===== src/rtl/phy_tx_pkg.sv =====
// Shared definitions for the PHY transmit scheduler: the default alignment symbol
// and the scheduler state encoding.
package phy_tx_pkg;

  localparam logic [7:0] COM_SYM_DEFAULT = 8'hBC;

  typedef enum logic [1:0] {
    ALIGN = 2'd0,
    ARB   = 2'd1,
    SEND  = 2'd2
  } state_t;

endpackage


===== src/rtl/phy_tx_sched_rr_pick.sv =====
// Round-robin picker: finds the first asserted req scanning upward from ptr+1 with wrap.
// Purely combinational so the receive side can reuse it.
module rr_pick #(
  parameter int NUM_REQ = 4,
  parameter int PTR_W   = 2
) (
  input  logic [NUM_REQ-1:0] req,
  input  logic [PTR_W-1:0]   ptr,
  output logic [NUM_REQ-1:0] pick,
  output logic               any_req
);

  logic found;

  always_comb begin
    pick  = '0;
    found = 1'b0;
    for (int k = 1; k <= NUM_REQ; k++) begin
      if (!found && req[(int'(ptr) + k) % NUM_REQ]) begin
        pick[(int'(ptr) + k) % NUM_REQ] = 1'b1;
        found = 1'b1;
      end
    end
  end

  assign any_req = |req;

endmodule


===== src/rtl/phy_tx_sched.sv =====
// Shares the 8-bit PHY transmit path among NUM_REQ requesters: COM alignment after reset,
// then round-robin bounded bursts. Define PHY_TX_SCHED_STATS_EN to build the byte counter.
//
// state | meaning
// ALIGN | sending COM_SYM for ALIGN_COUNT cycles, requests ignored
// ARB   | one idle cycle, choose next owner round-robin
// SEND  | forwarding bytes from the granted requester
module phy_tx_sched
  import phy_tx_pkg::*;
#(
  parameter int          NUM_REQ     = 4,
  parameter int          BURST_MAX   = 4,
  parameter int          ALIGN_COUNT = 4,
  parameter logic [7:0]  COM_SYM     = COM_SYM_DEFAULT
) (
  input  logic                   cclk,
  input  logic                   default_values,
  input  logic [NUM_REQ-1:0]     req,
  input  logic [8*NUM_REQ-1:0]   data_in,
  output logic [NUM_REQ-1:0]     ack,
  output logic [NUM_REQ-1:0]     grant,
  output logic [7:0]             data_out,
  output logic                   valid_out,
  output logic                   aligned,
  output logic [15:0]            byte_count
);

  localparam int PTR_W = (NUM_REQ > 1) ? $clog2(NUM_REQ) : 1;

  state_t             state;
  logic [7:0]         align_cnt;
  logic [3:0]         burst_cnt;
  logic [PTR_W-1:0]   ptr;
  logic [NUM_REQ-1:0] pick;
  logic               pick_any;
  logic [PTR_W-1:0]   owner_idx;
  logic               owner_req;
  logic [7:0]         owner_byte;

  rr_pick #(.NUM_REQ(NUM_REQ), .PTR_W(PTR_W)) u_rr_pick (
    .req     (req),
    .ptr     (ptr),
    .pick    (pick),
    .any_req (pick_any)
  );

  always_comb begin
    owner_idx  = '0;
    owner_req  = 1'b0;
    owner_byte = '0;
    for (int i = 0; i < NUM_REQ; i++) begin
      if (grant[i]) begin
        owner_idx  = PTR_W'(i);
        owner_req  = req[i];
        owner_byte = data_in[8*i +: 8];
      end
    end
  end

  // grant is one-hot in SEND, so this can never raise more than one ack bit
  assign ack = (state == SEND) ? (grant & req) : '0;

  always_ff @(posedge cclk or negedge default_values) begin
    if (!default_values) begin
      state     <= ALIGN;
      align_cnt <= '0;
      burst_cnt <= '0;
      ptr       <= PTR_W'(NUM_REQ - 1);
      grant     <= '0;
      data_out  <= '0;
      valid_out <= 1'b0;
      aligned   <= 1'b0;
    end else begin
      case (state)
        ALIGN: begin
          if (align_cnt == 8'(ALIGN_COUNT)) begin
            aligned  <= 1'b1;
            data_out <= '0;
            state    <= ARB;
          end else begin
            data_out  <= COM_SYM;
            align_cnt <= align_cnt + 8'd1;
          end
        end
        ARB: begin
          valid_out <= 1'b0;
          data_out  <= '0;
          if (pick_any) begin
            grant     <= pick;
            burst_cnt <= '0;
            state     <= SEND;
          end
        end
        SEND: begin
          if (owner_req) begin
            data_out  <= owner_byte;
            valid_out <= 1'b1;
            burst_cnt <= burst_cnt + 4'd1;
            if (burst_cnt == 4'(BURST_MAX - 1)) begin
              grant <= '0;
              ptr   <= owner_idx;
              state <= ARB;
            end
          end else begin
            data_out  <= '0;
            valid_out <= 1'b0;
            grant     <= '0;
            ptr       <= owner_idx;
            state     <= ARB;
          end
        end
        default: state <= ALIGN;
      endcase
    end
  end

`ifdef PHY_TX_SCHED_STATS_EN
  logic [15:0] byte_cnt_q;

  always_ff @(posedge cclk or negedge default_values) begin
    if (!default_values) begin
      byte_cnt_q <= '0;
    end else if (state == SEND && owner_req && byte_cnt_q != 16'hFFFF) begin
      byte_cnt_q <= byte_cnt_q + 16'd1;
    end
  end

  assign byte_count = byte_cnt_q;
`else
  assign byte_count = '0;
`endif

endmodule

===== config.mk =====
export PLATFORM = sky130hd
export DESIGN_NAME = phy_tx_sched
export DESIGN_NICKNAME = d
export VERILOG_FILES = /design/src/rtl/phy_tx_pkg.sv /design/src/rtl/phy_tx_sched_rr_pick.sv /design/src/rtl/phy_tx_sched.sv
export SDC_FILE = /design/constraint.sdc
export NUM_CORES = 1
export LEC_CHECK = 0
export BUFFER_PORTS_ARGS = -buffer_cell sky130_fd_sc_hd__buf_4
export CORE_ASPECT_RATIO = 0.8
export CORE_MARGIN = 2
export CORE_UTILIZATION = 34
export DETAILED_ROUTE_END_ITERATION = 7
export SKIP_LAST_GASP = 1
export SYNTH_ARGS = -nofsm -noshare
export SYNTH_HDL_FRONTEND = slang
export SYNTH_SLANG_ARGS = --single-unit

===== constraint.sdc =====
create_clock -name cclk -period 4.7 [get_ports cclk]
set_input_delay 0.705 -clock cclk [delete_from_list [all_inputs] [get_ports cclk]]
set_output_delay 0.705 -clock cclk [all_outputs]
set_load 0.01 [all_outputs]

* Word level (Yosys, flattened, before mapping) *
Cells that the tools add are included.

operators by class
  add/sub/neg operators = 6
  eq/ne operators = 9
  bitwise gates (word level) = 9
  order comparisons = 8
  reductions and logical operators = 24
  muxes and demuxes = 58

operators with widths
  cell                 count
  $mux 8               6
  $mux 4               10
  $pmux 8 s3           1
  $mux 1               21
  $lt 3x4->1 const B   4
  $mux 2               8
  $pmux 4 s2           2
  $ge 3x1->1 const B   4
  $or 4x4->4           3
  $reduce_and 3->1     3
  $add 8x1->8 const B  1
  $bmux 1 s2           4
  $demux 1 s2          4
  $eq 8x3->1 const B   1
  $reduce_or 2->1      4
  $logic_and 1x1->1    7
  $ne 2x2->1 const B   3
  $pmux 2 s3           1
  $reduce_and 2->1     3
  $add 2x1->2 const B  2
  $add 2x2->2 const B  2
  $add 4x1->4 const B  1
  $and 1x1->1 const A  4
  $and 4x4->4          1
  other kinds (12)     14

storage, ports and cells
  output and inout port bits = 34
  logic and storage cells = 122
  flip-flop bits (word level) = 30

* Logic depth before layout (Yosys ltp) *
Gate-level depths: netlist of run 1.

  depth in word-level cells = 18
  mapped depth = 8
  depth with buffers taken out = 7

* By module *
A second synthesis of run 1 with hierarchy kept.

unflattened totals
  cells, all modules = 228
  area total of the unflattened synthesis = 2270.9 um^2

by module, submodules not included
  module        instances  area each (um^2)  cells each
  phy_tx_sched  1          1905.6            189
  rr_pick       1          365.4             39

* Worst setup path after synthesis of run 1 *
OpenSTA, ideal clock, no wires.

  path kind = reg2reg
  start = register ptr[0]
  end = register grant[3]
  path buffers = 1
  setup time = 0.138 ns
  arrival time = 2.181 ns
  slack = 2.381 ns
  period minus slack after synthesis = 2.319 ns
  stages on the path, launching flop included = 8
  data required time = 4.562 ns
  cell sequence = dfstp_2 buf_4 inv_1 ha_1 a311o_1 and4_4 and2_0 or4b_1

between the ends
  longest elaborated chain between the ends = 16
  elaborated cells on any way between the ends = 62

RTL lines
  element                                                            RTL line                                                text
  start, declared                                                    phy_tx_sched.sv:33                                      logic [PTR_W-1:0] ptr;
  start signal, assigned                                             phy_tx_sched.sv:68                                      ptr <= PTR_W'(NUM_REQ - 1);
  start signal, assigned                                             phy_tx_sched.sv:101                                     ptr <= owner_idx;
  start signal, assigned                                             phy_tx_sched.sv:108                                     ptr <= owner_idx;
  $add 2x1->2                                                        phy_tx_sched_rr_pick.sv:19, phy_tx_sched_rr_pick.sv:20
  $reduce_or 2->1 (no line) or $bmux 1 s2 (tied branches)            --
  $and 1x1->1 (no line) or $mux 1 (tied branches)                    --
  $lt 3x4->1 (implied by the code) (tied with other cells)           phy_tx_sched_rr_pick.sv:20                              pick[(int'(ptr) + k) % NUM_REQ] = 1'b1;
  $logic_and 1x1->1 (implied by the code) or $mux 1 (tied branches)  phy_tx_sched_rr_pick.sv:20, phy_tx_sched_rr_pick.sv:19
  $mux 1 (implied by the code) or $logic_not 1->1 (tied branches)    phy_tx_sched_rr_pick.sv:20, phy_tx_sched_rr_pick.sv:19
  $demux 1 s2 or $logic_and 1x1->1 (tied branches)                   --
  $mux 4 or $mux 1 (tied branches)                                   phy_tx_sched_rr_pick.sv:19                              if (!found && req[(int'(ptr) + k) % NUM_REQ]) begin
  $or 4x4->4 (no line) or $logic_not 1->1 (tied branches)            --
  $mux 4 or $logic_and 1x1->1 (tied branches)                        phy_tx_sched_rr_pick.sv:19
  $or 4x4->4 (no line) or $mux 1 (tied branches)                     --
  $mux 4 or $logic_not 1->1 (tied branches)                          phy_tx_sched_rr_pick.sv:19
  $or 4x4->4 (no line) or $logic_and 1x1->1 (tied branches)          --
  $mux 4 (*)                                                         phy_tx_sched_rr_pick.sv:19
  $mux 4 (*)                                                         phy_tx_sched.sv:88                                      if (pick_any) begin
  $pmux 4 s2 (*)                                                     phy_tx_sched.sv:74                                      case (state)
  end signal, assigned                                               phy_tx_sched.sv:89                                      grant <= pick;
  end, declared                                                      phy_tx_sched.sv:21                                      output logic [NUM_REQ-1:0] grant,

Every way passes the cells marked *; elsewhere a longest branch is shown, timed or not. The select of a mux whose other input is x is not followed.
A chain may end at the register's enable or synchronous reset.

* Worst setup path in the final report of run 1 *
  start = register state[0]
  end = output ack[2]

between the ends
  longest elaborated chain between the ends = 2

RTL lines
  element                 RTL line            text
  start, declared         phy_tx_sched.sv:30  state_t state;
  start signal, assigned  phy_tx_sched.sv:65  state <= ALIGN;
  start signal, assigned  phy_tx_sched.sv:79  state <= ARB;
  start signal, assigned  phy_tx_sched.sv:91  state <= SEND;
  $eq 2x2->1              phy_tx_sched.sv:61  assign ack = (state == SEND) ? (grant & req) : '0;
  $mux 4                  phy_tx_sched.sv:61
  end, declared           phy_tx_sched.sv:20  output logic [NUM_REQ-1:0] ack,

No other way between the ends.

==> Flow_metrics.wiki, run 1 <==
{| class="wikitable"
! Metric !! Value
|-
| DP HPWL || 4130 um
|-
| Syn-to-layout area delta || 20.7%
|-
| Combined flip-flop and latch cell area || 753 sq um
|-
| Via count || 1,909
|-
| Final period utilization || 0.539
|-
| Floorplan row count || 26
|-
| Total number of yosys warnings || 0
|-
| Vias in the first global route || 1,702
|-
| Most common flop cell mapped by yosys || dfrtp_1
|-
| First-pass GRT wire length || around 8600 um
|-
| Synthesized instance count || 234
|-
| Mean post-synth cell area || a little under 10 sq um
|-
| Clock Skews || between 0.005 and 0.006 ns
|-
| Number of antenna cells inserted || 0
|-
| WP data required || around 4.0 ns
|-
| CTS sink cnt || 30
|-
| Die extent in x || approximately 96 um
|-
| Top cell family by delay on the critical path || adder cells
|-
| Fraction of final layout cells with drive strength greater than 1 || 0.295
|-
| Synth top area share || 0.307
|-
| Accumulated negative setup slack || 0 ns
|-
| Maximum ir drop on the vdd rail || about 0.14 mV
|-
| Top-count cell post-synth || dfrtp_1
|-
| Setup repair after global routing missed its margin || false
|-
| Clock transition at path regs || 0.07 ns
|-
| Aggregate global routing overflow || 0
|-
| Total wire length || 5440 um
|-
| Slew of the pin with the lowest slew margin || 0.626 ns
|-
| Die area || 7390 sq um
|-
| Placeable Area || around 6400 sq um
|-
| Overall routing resource usage || 0.150
|-
| Power density normalized to cell area || approximately 550 nW/um^2
|-
| Vias per cell || around 5.2
|-
| HP Class || in2async
|-
| Routability-driven placement congestion ratio || just over 0.9
|-
| Mapped cell area || 2280 sq um
|-
| Final Hold Viols || 0
|-
| Part of the power in combinational logic || 0.552
|-
| Total buffers and inverters traversed by the critical path || 2
|-
| Highest attainable clock frequency || 395 MHz
|-
| Max capacitance violation total || 0
|-
| Die Span Y || 77.3 um
|-
| Area occupied by multi-input gates || around 1400 sq um
|-
| Number of setup buffers added after CTS || 0
|-
| Maximum number of pins on one net before global-route repair || 31
|-
| Quantity of hold-fixing buffers added after cts || 0
|-
| Crit path time final || 2.53 ns
|-
| Maximum clock insertion buffer count || 2
|-
| Number of enable-type register cells in the synthesized netlist || 0
|-
| Endpoint type of the worst setup path || output pin
|-
| Cells along the critical path || inv_1 > ha_1 > and3_2 > buf_4
|-
| CTS Root Buffer Type || clkbuf_8
|-
| Synth unique cells || about 60
|-
| Area after detailed placement || approximately 2700 sq um
|-
| Most frequent cells after synthesis || dfrtp_1, buf_4, ha_1
|-
| Post-detailed-route count of antenna-violating nets || 0
|-
| Synth area leaders || dfrtp_1, ha_1, buf_4, xnor2_1, nor2b_1
|-
| Delay of the slowest critical-path stage || 0.57 ns
|-
| P_leak || 1.30 nW
|-
| Slew Limit Fails || 0
|-
| Post-route standard cell area excluding fillers || between 2000 and 3000 sq um
|-
| Worst hold-check slack || 0.348 ns
|-
| #FFs+latches synth || 30
|-
| CP max FO || 18
|-
| Final-layout fill cell count || 608
|-
| Antenna violations before repair || 0
|-
| Slew headroom || 0.583
|-
| Critical path arrival || 1.83 ns
|-
| WS Path Type || reg2out
|-
| TritonCTS clock tree || yes
|-
| Critical path startpoint category || flop
|-
| Sequential area share after synthesis || 0.330
|-
| Switch Pwr || 0.675 mW
|-
| Status || finished, final reports clean
|-
| Final count of negative-setup-slack endpoints || 0
|-
| Input/output buffers || 55
|-
| Sw Share || 0.445
|-
| DR DRC count || 0
|-
| Detailed Route Iter0 Violations || 106
|-
| Average detailed-routed wire length per instance || 14.7 um
|-
| Number of iterations in the first detailed-routing pass || 4
|-
| Area leader, netlist || dfrtp_1
|-
| Num CTS Buffers || 5
|-
| Portion of total power attributed to the clock network || 0.128
|-
| Seq pwr share || 0.320
|-
| Cell internal power dissipation || roughly 0.84 mW
|-
| Cell at the slowest stage of the critical path || ha_1
|-
| Async set-reset flop share out of synthesis || 1.00
|-
| Clock insertion delay at the later pin of the skew report || 0.28 ns
|-
| Boundary Pins || 72
|-
| Number of cells upsized or downsized after cts || 0
|-
| # nets final || 340
|-
| Initial core utilization || 0.354
|-
| Number of levels in the clock H-tree || 2
|}
## kinds of logic after synthesis
kind of cell | after synthesis | share of synthesized area
buffers and inverters | 40 | 0.103
multiplexers | 9 | 0.0466
adder cells (fa/ha/maj) | 17 | 0.0932
flip-flops | 30 | 0.330
other | 1 | 0.00164
AO/OA/AOI/OAI | 61 | 0.210
XOR/XNOR | 9 | 0.0345
AND/OR/NAND/NOR | 67 | 0.181
## path summary, 6_finish.rpt
kind	start	to	slack, ns	cells past startpoint
max in group asynchronous	default_values	ptr[1]	4.03	1
setup reg to reg	ptr[0]	grant[3]	2.24	6
min in group cclk	align_cnt[7]	align_cnt[7]	0.47	1
hold reg to reg	align_cnt[7]	align_cnt[7]	0.47	1
hold / removal	default_values	align_cnt[6]	0.35	1
setup / recovery	state[0]	ack[2]	2.17	4
## flip-flops by register name, summed over array words and instances (netlist names)
name       count
data_out       8
grant          4
ptr            2
state          2
burst_cnt      4
valid_out      1
align_cnt      8
aligned        1
## layer usage
layer  vias up  global-route usage  share of wire
met5         -                   0              0
met1       903               0.214           0.48
met4         0              0.0471          0.012
li1        926                   -              -
met3         8              0.0324          0.077
met2        72               0.227           0.43
## area by class of cell
class,count,area share
flip-flops and latches,30,0.274
well taps,84,0.0382
multi-input cells,179,0.491
clock inverters,2,0.00363
repair buffers,55,0.150
clock buffers,5,0.0250
inverters,14,0.0191
## power by group through the flow
stage	registers, mW	clock network (mW)	logic [mW]
after CTS	0.486	0.199	0.837
after global routing	0.505	0.212	0.936
final	0.485	0.194	0.837
after floorplan	0.469	0	0.604
after global placement	0.485	0	0.834
after detailed placement	0.489	0	0.831
## through the flow
| stage | setup WS [ns] | util | instances | total power, mW |
|---|---|---|---|---|
| after floorplan | 2.38 | - | 249 | 1.07 |
| after detailed placement | 2.09 | 0.415 | 362 | 1.32 |
| after global routing | 2.05 | 0.428 | 369 | 1.65 |
| after global placement | 2.16 | 0.415 | 362 | 1.32 |
| after CTS | 2.16 | 0.428 | 369 | 1.52 |
| final | 2.17 | 0.428 | 369 | 1.52 |
## cell usage in the layout (no fill, tap or decap), types with 3 or more instances in the layout
cell type   n
inv_1      13
mux2_2      3
a2111oi_0   3
xnor2_1     7
mux2i_1     5
nand3_1     5
nor2b_1     9
conb_1     16
and3_1      4
a22oi_1     7
a211o_1     6
a21o_1      3
nand4_1     4
ha_1       17
clkbuf_8    5
a311o_1     3
nand3b_1    6
dfrtp_1    28
buf_4      55
a21oi_1    10
nor2_1      9
o22ai_1     9
nand2_1    10
No activity file was read; power rests on OpenSTA's default activity.
==> inputs of run 2 (changes only) <==
--- a/config.mk
+++ b/config.mk
@@ -5,6 +5,7 @@
 export SDC_FILE = /design/constraint.sdc
 export NUM_CORES = 1
 export LEC_CHECK = 0
+export ABC_AREA = 1
 export BUFFER_PORTS_ARGS = -buffer_cell sky130_fd_sc_hd__buf_4
 export CORE_ASPECT_RATIO = 0.8
 export CORE_MARGIN = 2
==> constraint.sdc (replaced) <==
create_clock -name cclk -period 2.1 [get_ports cclk]
set_input_delay 0.315 -clock cclk [delete_from_list [all_inputs] [get_ports cclk]]
set_output_delay 0.315 -clock cclk [all_outputs]
set_load 0.01 [all_outputs]
==> run 2 against run 1 <==
Sequential power is 76% higher. Global-route usage is 1.6 points higher. Combinational power is 92% higher. Register-to-register slack worse by 2.0 ns. Clock-buffer cell count is 2 higher. Worst hold slack better by 0.038 ns. Largest cell class unchanged. Sequential share of layout area is 0.58 points lower. Sequential cell count stayed put. Die area is 1.3% lower. Synthesized cell count is 33% higher. Critical endpoint unchanged. Critical path depth is 1 higher. Clock skew is 0.0031 ns higher.
==> Flow_metrics.wiki, run 2 <==
{| class="wikitable"
! Metric !! Value
|-
| Worst hold path cell count || 5
|-
| HP Class || in2reg
|-
| Maximum number of pins on one net before global-route repair || 31
|-
| Total number of yosys warnings || 0
|-
| Delay of the slowest critical-path stage || 0.44 ns
|-
| Placeable Area || 6410 sq um
|-
| Commonest non-fill, non-tap cell in the layout || nand2_1
|-
| Floorplan row count || 26
|-
| Maximum clock insertion buffer count || 2
|-
| Number of antenna cells inserted || 0
|-
| Detailed Route Iter0 Violations || 127
|-
| Critical path arrival || 1.65 ns
|-
| DR DRC count || 0
|-
| Vias in the first global route || 1,953
|-
| Syn-to-layout area delta || 25.0%
|-
| Max capacitance violation total || 0
|-
| Top-count cell post-synth || nand2_1
|-
| Fraction of met1 tracks used by global routing || 0.229
|-
| Clock insertion delay at the later pin of the skew report || approximately 0.28 ns
|-
| GRT busiest layer || met2
|-
| Synthesized instance count || 311
|-
| Boundary Pins || 72
|-
| Via count || 2,179
|-
| Die area || between 7000 and 8000 sq um
|-
| Crit path time final || 1.97 ns
|-
| Synth top area share || 0.311
|-
| Highest attainable clock frequency || 508 MHz
|-
| Critical path startpoint || state[0]
|-
| Slew of the pin with the lowest slew margin || 0.575 ns
|-
| Slew Limit Fails || 0
|-
| WP data required || ~1.8 ns
|-
| CP max FO || 7
|-
| Mean post-synth cell area || 7.24 sq um
|-
| Status || finished, final reports clean
|-
| Number of levels in the clock H-tree || 2
|-
| Final Hold Viols || 0
|-
| Cell internal power dissipation || 1.56 mW
|-
| Cells on worst reg2reg path || 11
|-
| Async set-reset flop share out of synthesis || 1.00
|-
| Die extent in x || 95.0 um
|-
| First-pass GRT wire length || 9550 um
|-
| Worst hold path startpoint || data_in[14]
|-
| Overall routing resource usage || 0.166
|-
| Highest-count cells in the layout ignoring fill and taps || nand2_1, buf_4, nand3_1
|-
| Clock Skews || 0.00839 ns
|-
| Part of the power in combinational logic || 0.545
|-
| Aggregate global routing overflow || 0
|-
| Critical path startpoint category || flop
|-
| Total wire length || between 5000 and 6000 um
|-
| CTS Root Buffer Type || clkbuf_8
|-
| DP HPWL || 4360 um
|-
| Post-detailed-route count of antenna-violating nets || 0
|-
| Setup repair after global routing missed its margin || false
|-
| Endpoint type of the worst setup path || output pin
|-
| Power density normalized to cell area || 1050 nW/um^2
|-
| Average detailed-routed wire length per instance || about 13 um
|-
| Num CTS Buffers || 5
|-
| Input/output buffers || 55
|-
| Most common flop cell mapped by yosys || dfrtp_1
|-
| Number of iterations in the first detailed-routing pass || 4
|-
| Maximum ir drop on the vdd rail || 0.303 mV
|-
| Global routing met2 resource utilization || 0.268
|-
| Accumulated negative setup slack || 0 ns
|-
| Number of enable-type register cells in the synthesized netlist || 0
|-
| Synth area leaders || dfrtp_1, nand2_1, nand3_1, ha_1, buf_4
|-
| P_leak || 1.48 nW
|-
| Seq pwr share || 0.290
|-
| Portion of total power attributed to the clock network || 0.165
|-
| #FFs+latches synth || 30
|-
| Critical path's most frequent cell || inv_1
|-
| Slew headroom || 0.614
|-
| Initial core utilization || 0.351
|-
| TritonCTS clock tree || yes
|-
| Area leader, netlist || dfrtp_1
|-
| Antenna violations before repair || 0
|-
| Sequential area share after synthesis || 0.335
|-
| # nets final || 428
|-
| Cell at the slowest stage of the critical path || dfrtp_1
|-
| CTS sink cnt || 30
|-
| Sw Share || 0.470
|-
| Final cell utilization of the core || 0.439
|-
| WS Path Type || reg2out
|-
| Fraction of final layout cells with drive strength greater than 1 || 0.217
|-
| Clock transition at path regs || 0.07 ns
|-
| Most frequent cells after synthesis || nand2_1, nand3_1, inv_1
|-
| Final period utilization || 0.937
|-
| Die Span Y || 76.8 um
|-
| Mapped cell area || 2250 sq um
|-
| Routability-driven placement congestion ratio || about 0.80
|-
| Vias per cell || 4.76
|-
| Synth unique cells || 28
|-
| Final count of negative-setup-slack endpoints || 0
|-
| Cells along the critical path || inv_1 > ha_2 > inv_1 > nor3_1 > buf_4
|-
| GR Layer Usage met3 || 0.0334
|-
| Number of setup buffers added after CTS || 0
|-
| Switch Pwr || 1.39 mW
|-
| Biggest registers after layout || align_cnt x8, data_out x8
|-
| Launch instance of the worst register-to-register path || ptr[1]
|}
[run 2: worst max-delay path: cells and delay by family (launching register included)]
| family | cells | cell delay (ns) |
|---|---|---|
| flops | 1 | 0.44 |
| simple gates | 1 | 0.23 |
| buf+inv | 3 | 0.43 |
| fa+ha+maj | 1 | 0.27 |
[run 2: repair_timing]
item                                    CTS  global route
endpoints found under the hold margin    28             0
resized for setup                         1             1
pin swaps                                 0             1
hold buffers                              1             0
endpoints found under the setup margin    1             4
[run 2: cells by family after synthesis]
group,share of synthesized area
compound gates,0.0828
simple gates,0.337
fa+ha+maj,0.0945
flops,0.335
buf+inv,0.122
other cells,0.00167
xor+xnor,0.0272
[run 2: per-stage QoR]
step	cells	total power, mW	cell area (sq um)	hold slack, ns	setup WS (ns)
global placement	449	2.44	2710	0.272	0.242
global route	458	3.25	2810	0.425	0.0128
floorplan	326	1.97	2310	0.0194	0.201
CTS	458	2.96	2810	0.386	0.0999
detailed placement	449	2.46	2710	0.275	0.183
finish	458	2.95	2810	0.386	0.133
[run 2: final cells by class]
class / instances / area, sq um
fill: 632 / 3590
multi-input combinational: 242 / 1290
sequential: 30 / 753
timing repair buffer: 59 / 445
inverter: 35 / 131
tap: 84 / 105
clock buffer: 7 / 86.3
clock inverter: 1 / 5.00
[run 2: power groups by stage]
stage                     combinational [mW]  sequential (mW)  clock, mW
final                                   1.61            0.854      0.486
after CTS                               1.61            0.856      0.496
after floorplan                         1.11            0.857          0
after global placement                  1.58            0.858          0
after detailed placement                1.60            0.867          0
after global routing                    1.84            0.877      0.534
[run 2: path summary, 6_finish.rpt]
| path | endpoint | slack, ns |
|---|---|---|
| hold / removal | data_out[6] | 0.39 |
| max in group asynchronous | ptr[1] | 1.27 |
| setup / recovery | ack[2] | 0.13 |
| hold reg to reg | aligned | 0.48 |
| setup reg to reg | grant[3] | 0.22 |
| min in group asynchronous | data_out[3] | 0.50 |
[run 2: metal layers]
layer	up-vias	share of wire
li1	1107	-
met1	999	0.46
met2	66	0.47
met3	7	0.068
met4	0	0.0092
met5	-	0
==> inputs of run 3 (changes only) <==
--- a/config.mk
+++ b/config.mk
@@ -14,4 +14,5 @@
 export SKIP_LAST_GASP = 1
 export SYNTH_ARGS = -nofsm -noshare
 export SYNTH_HDL_FRONTEND = slang
+export SYNTH_HIERARCHICAL = 1
 export SYNTH_SLANG_ARGS = --single-unit
==> constraint.sdc (replaced) <==
create_clock -name cclk -period 2.4 [get_ports cclk]
set_input_delay 0.36 -clock cclk [delete_from_list [all_inputs] [get_ports cclk]]
set_output_delay 0.36 -clock cclk [all_outputs]
set_load 0.01 [all_outputs]
==> run 3 against run 2 <==
Utilization fell by 1.9 points. Power fell by 3.9%. Via count rose by 7.7%. First-iteration DRC count fell by 7.1%. Combinational power fell by 4%. Critical endpoint is now ack[1]. Critical path depth did not move. Non-clock buffer count fell by 1. Largest cell class unchanged. Setup slack improved by 0.14 ns.
==> Flow_metrics.wiki, run 3 <==
{| class="wikitable"
! Metric !! Value
|-
| Synth top area share || 0.278
|-
| Fraction of the mapped netlist area in adder cells || 0.0845
|-
| Endpoint type of the worst setup path || output pin
|-
| Clock insertion delay at the later pin of the skew report || 0.28 ns
|-
| Die area || 8110 sq um
|-
| Accumulated negative setup slack || 0 ns
|-
| Combined flip-flop and latch cell area || 753 sq um
|-
| CTS Root Buffer Type || clkbuf_8
|-
| Floorplan row count || 28
|-
| TritonCTS clock tree || yes
|-
| Power density normalized to cell area || 925 nW/um^2
|-
| Post-detailed-route count of antenna-violating nets || 0
|-
| Critical path arrival || 1.77 ns
|-
| Via count || 2,347
|-
| Commonest non-fill, non-tap cell in the layout || nand2_1
|-
| Number of levels in the clock H-tree || 2
|-
| Die Span Y || 81.0 um
|-
| Clock Skews || ~0.0022 ns
|-
| Async set-reset flop share out of synthesis || 1.00
|-
| DP HPWL || 4580 um
|-
| Most common flop cell mapped by yosys || dfrtp_1
|-
| Initial core utilization || 0.345
|-
| Fraction of final layout cells with drive strength greater than 1 || 0.215
|-
| Post-Place Worst Slack || 0.320 ns
|-
| Area occupied by multi-input gates || approximately 1500 sq um
|-
| Placeable Area || 7290 sq um
|-
| FF-to-FF setup slack || 0.31 ns
|-
| Number of iterations in the first detailed-routing pass || 4
|-
| Number of setup buffers added after CTS || 0
|-
| DR DRC count || 0
|-
| CTS sink cnt || 30
|-
| HP Class || in2async
|-
| Critical path startpoint category || flop
|-
| Area leader, netlist || dfrtp_1
|-
| Cells along the critical path || inv_1 > ha_1 > clkinv_1 > nor3_1 > buf_4
|-
| #FFs+latches synth || 30
|-
| CP max FO || 10
|-
| WS Path Type || reg2out
|-
| Share of the synthesized area in compound gates (AO/OA/AOI/OAI) || 0.0591
|-
| Number of cells upsized or downsized after cts || 0
|-
| # nets final || 472
|-
| Mapped cell area || 2520 sq um
|-
| Clock transition at path regs || 0.06 ns
|-
| Most frequent cells after synthesis || nand2_1, nor2_1, nand3_1
|-
| Slew headroom || 0.645
|-
| Share of cell area taken by muxes after synthesis || 0
|-
| Boundary Pins || 72
|-
| Num CTS Buffers || 5
|-
| Quantity of hold-fixing buffers added after cts || 0
|-
| Final-layout fill cell count || 732
|-
| Overall routing resource usage || 0.152
|-
| Maximum clock insertion buffer count || 2
|-
| Total wire length || 5990 um
|-
| Dominant combinational cell family by area after synthesis || simple AND/OR/NAND/NOR gates
|-
| Routability-driven placement congestion ratio || 0.886
|-
| Synthesized instance count || approximately 360
|-
| Syn-to-layout area delta || 21.7%
|-
| Number of enable-type register cells in the synthesized netlist || 0
|-
| Mean post-synth cell area || ~7 sq um
|-
| Area after detailed placement || just under 3000 sq um
|-
| Final count of negative-setup-slack endpoints || 0
|-
| Delay of the slowest critical-path stage || 0.45 ns
|-
| Max capacitance violation total || 0
|-
| R2r endpoint || grant[1]
|-
| Synth area leaders || dfrtp_1, nand2_1, ha_1, nand3_1, nor2_1
|-
| Worst hold-check slack || 0.00430 ns
|-
| Final Hold Viols || 0
|-
| Launch instance of the worst register-to-register path || ptr[0]
|-
| Maximum ir drop on the vdd rail || 0.320 mV
|-
| Highest-count cells in the layout ignoring fill and taps || nand2_1, buf_4, nor2_1
|-
| Sequential area share after synthesis || 0.299
|-
| Vias per cell || 4.62
|-
| Simple-Gate Fraction of Synth Area || 0.404
|-
| Antenna violations before repair || 0
|-
| Aggregate global routing overflow || 0
|-
| Slew Limit Fails || 0
|-
| Highest attainable clock frequency || roughly 470 MHz
|-
| Detailed Route Iter0 Violations || 118
|-
| Input/output buffers || 55
|-
| Post-route standard cell area excluding fillers || 3060 sq um
|-
| WP data required || 2.04 ns
|-
| Biggest registers after layout || align_cnt x8, data_out x8
|-
| P_leak || 1.62 nW
|-
| Setup ws final || 0.272 ns
|-
| Top-count cell post-synth || nand2_1
|-
| Vias in the first global route || 2,133
|-
| Average detailed-routed wire length per instance || 11.8 um
|-
| Slew of the pin with the lowest slew margin || 0.533 ns
|-
| Maximum number of pins on one net before global-route repair || 31
|-
| Total number of yosys warnings || 6
|-
| Synth unique cells || 31
|-
| Number of antenna cells inserted || 0
|-
| XOR/XNOR Fraction of Synth Area || 0.0244
|-
| Cells on worst reg2reg path || 11
|-
| Final period utilization || 0.887
|-
| Die extent in x || 100 um
|-
| Cell at the slowest stage of the critical path || dfrtp_1
|-
| First-pass GRT wire length || between 9000 and 10,000 um
|-
| Status || finished, final reports clean
|-
| Setup repair after global routing missed its margin || false
|-
| Crit path time final || ~2.1 ns
|}
[run 3: cell count changes after synthesis, moves of 3 or more]
cell,delta
o22ai_1,-5
o21ai_1,+5
nor3_1,-4
nand3_1,-11
nor2_1,+22
inv_1,+3
buf_2,+5
nand4_1,+7
nand2_1,+18
nand3b_1,+4
a31oi_1,-5
[run 3: stage by stage]
stage / instances / power (mW) / utilization
2_1_floorplan: 376 / 1.92 / -
3_3_place_gp: 500 / 2.31 / 0.404
3_5_place_dp: 500 / 2.32 / 0.404
4_1_cts: 508 / 2.86 / 0.420
5_1_grt: 508 / 3.10 / 0.420
6_report: 508 / 2.83 / 0.420
[run 3: worst max-delay path by stage]
stage	startpoint	end	slack (ns)	depth (start not counted)
6_report	state[0]	ack[1]	0.27	5
2_1_floorplan	ptr[0]	grant[0]	0.50	11
3_5_place_dp	ptr[0]	grant[3]	0.32	11
5_1_grt	state[0]	ack[1]	0.12	5
4_1_cts	state[0]	ack[1]	0.24	5
3_3_place_gp	ptr[0]	grant[1]	0.39	11
[run 3: kinds of logic (layout without fill, tap and decap cells)]
group	count (synthesis)	in the layout
xor gates and xnor gates	7	7
and+or+nand+nor	215	215
DFF	30	30
other	1	16
buffers and inverters	63	105
AOI/OAI and AO/OA	28	28
adders and majority gates	17	17
[run 3: critical path, delay by kind of cell (launching register included)]
family        cells  cell delay, ns
simple gates      1            0.33
buf+inv           3            0.54
fa+ha+maj         1            0.17
flops             1            0.45
[run 3: power by group]
| part | internal (mW) | total, mW | leakage, nW | switching, mW |
|---|---|---|---|---|
| Combinational | 0.565 | 1.54 | 1.17 | 0.973 |
| Clock | 0.338 | 0.527 | 0.0585 | 0.189 |
| Sequential | 0.618 | 0.768 | 0.392 | 0.151 |
[run 3: routing by layer]
layer,global-route usage,wire [um],up-vias
met3,0.0258,388,8
met1,0.207,2960,1033
met2,0.245,2570,78
met4,0.0479,76,0
li1,-,-,1228
met5,0,0,-
[run 3: cell type report]
cell class	instances	share of cell area
clock buffer	7	0.0282
multi-input combinational	283	0.489
sequential	30	0.246
inverter	39	0.0478
clock inverter	1	0.00980
timing repair buffer	58	0.142
tap	90	0.0368
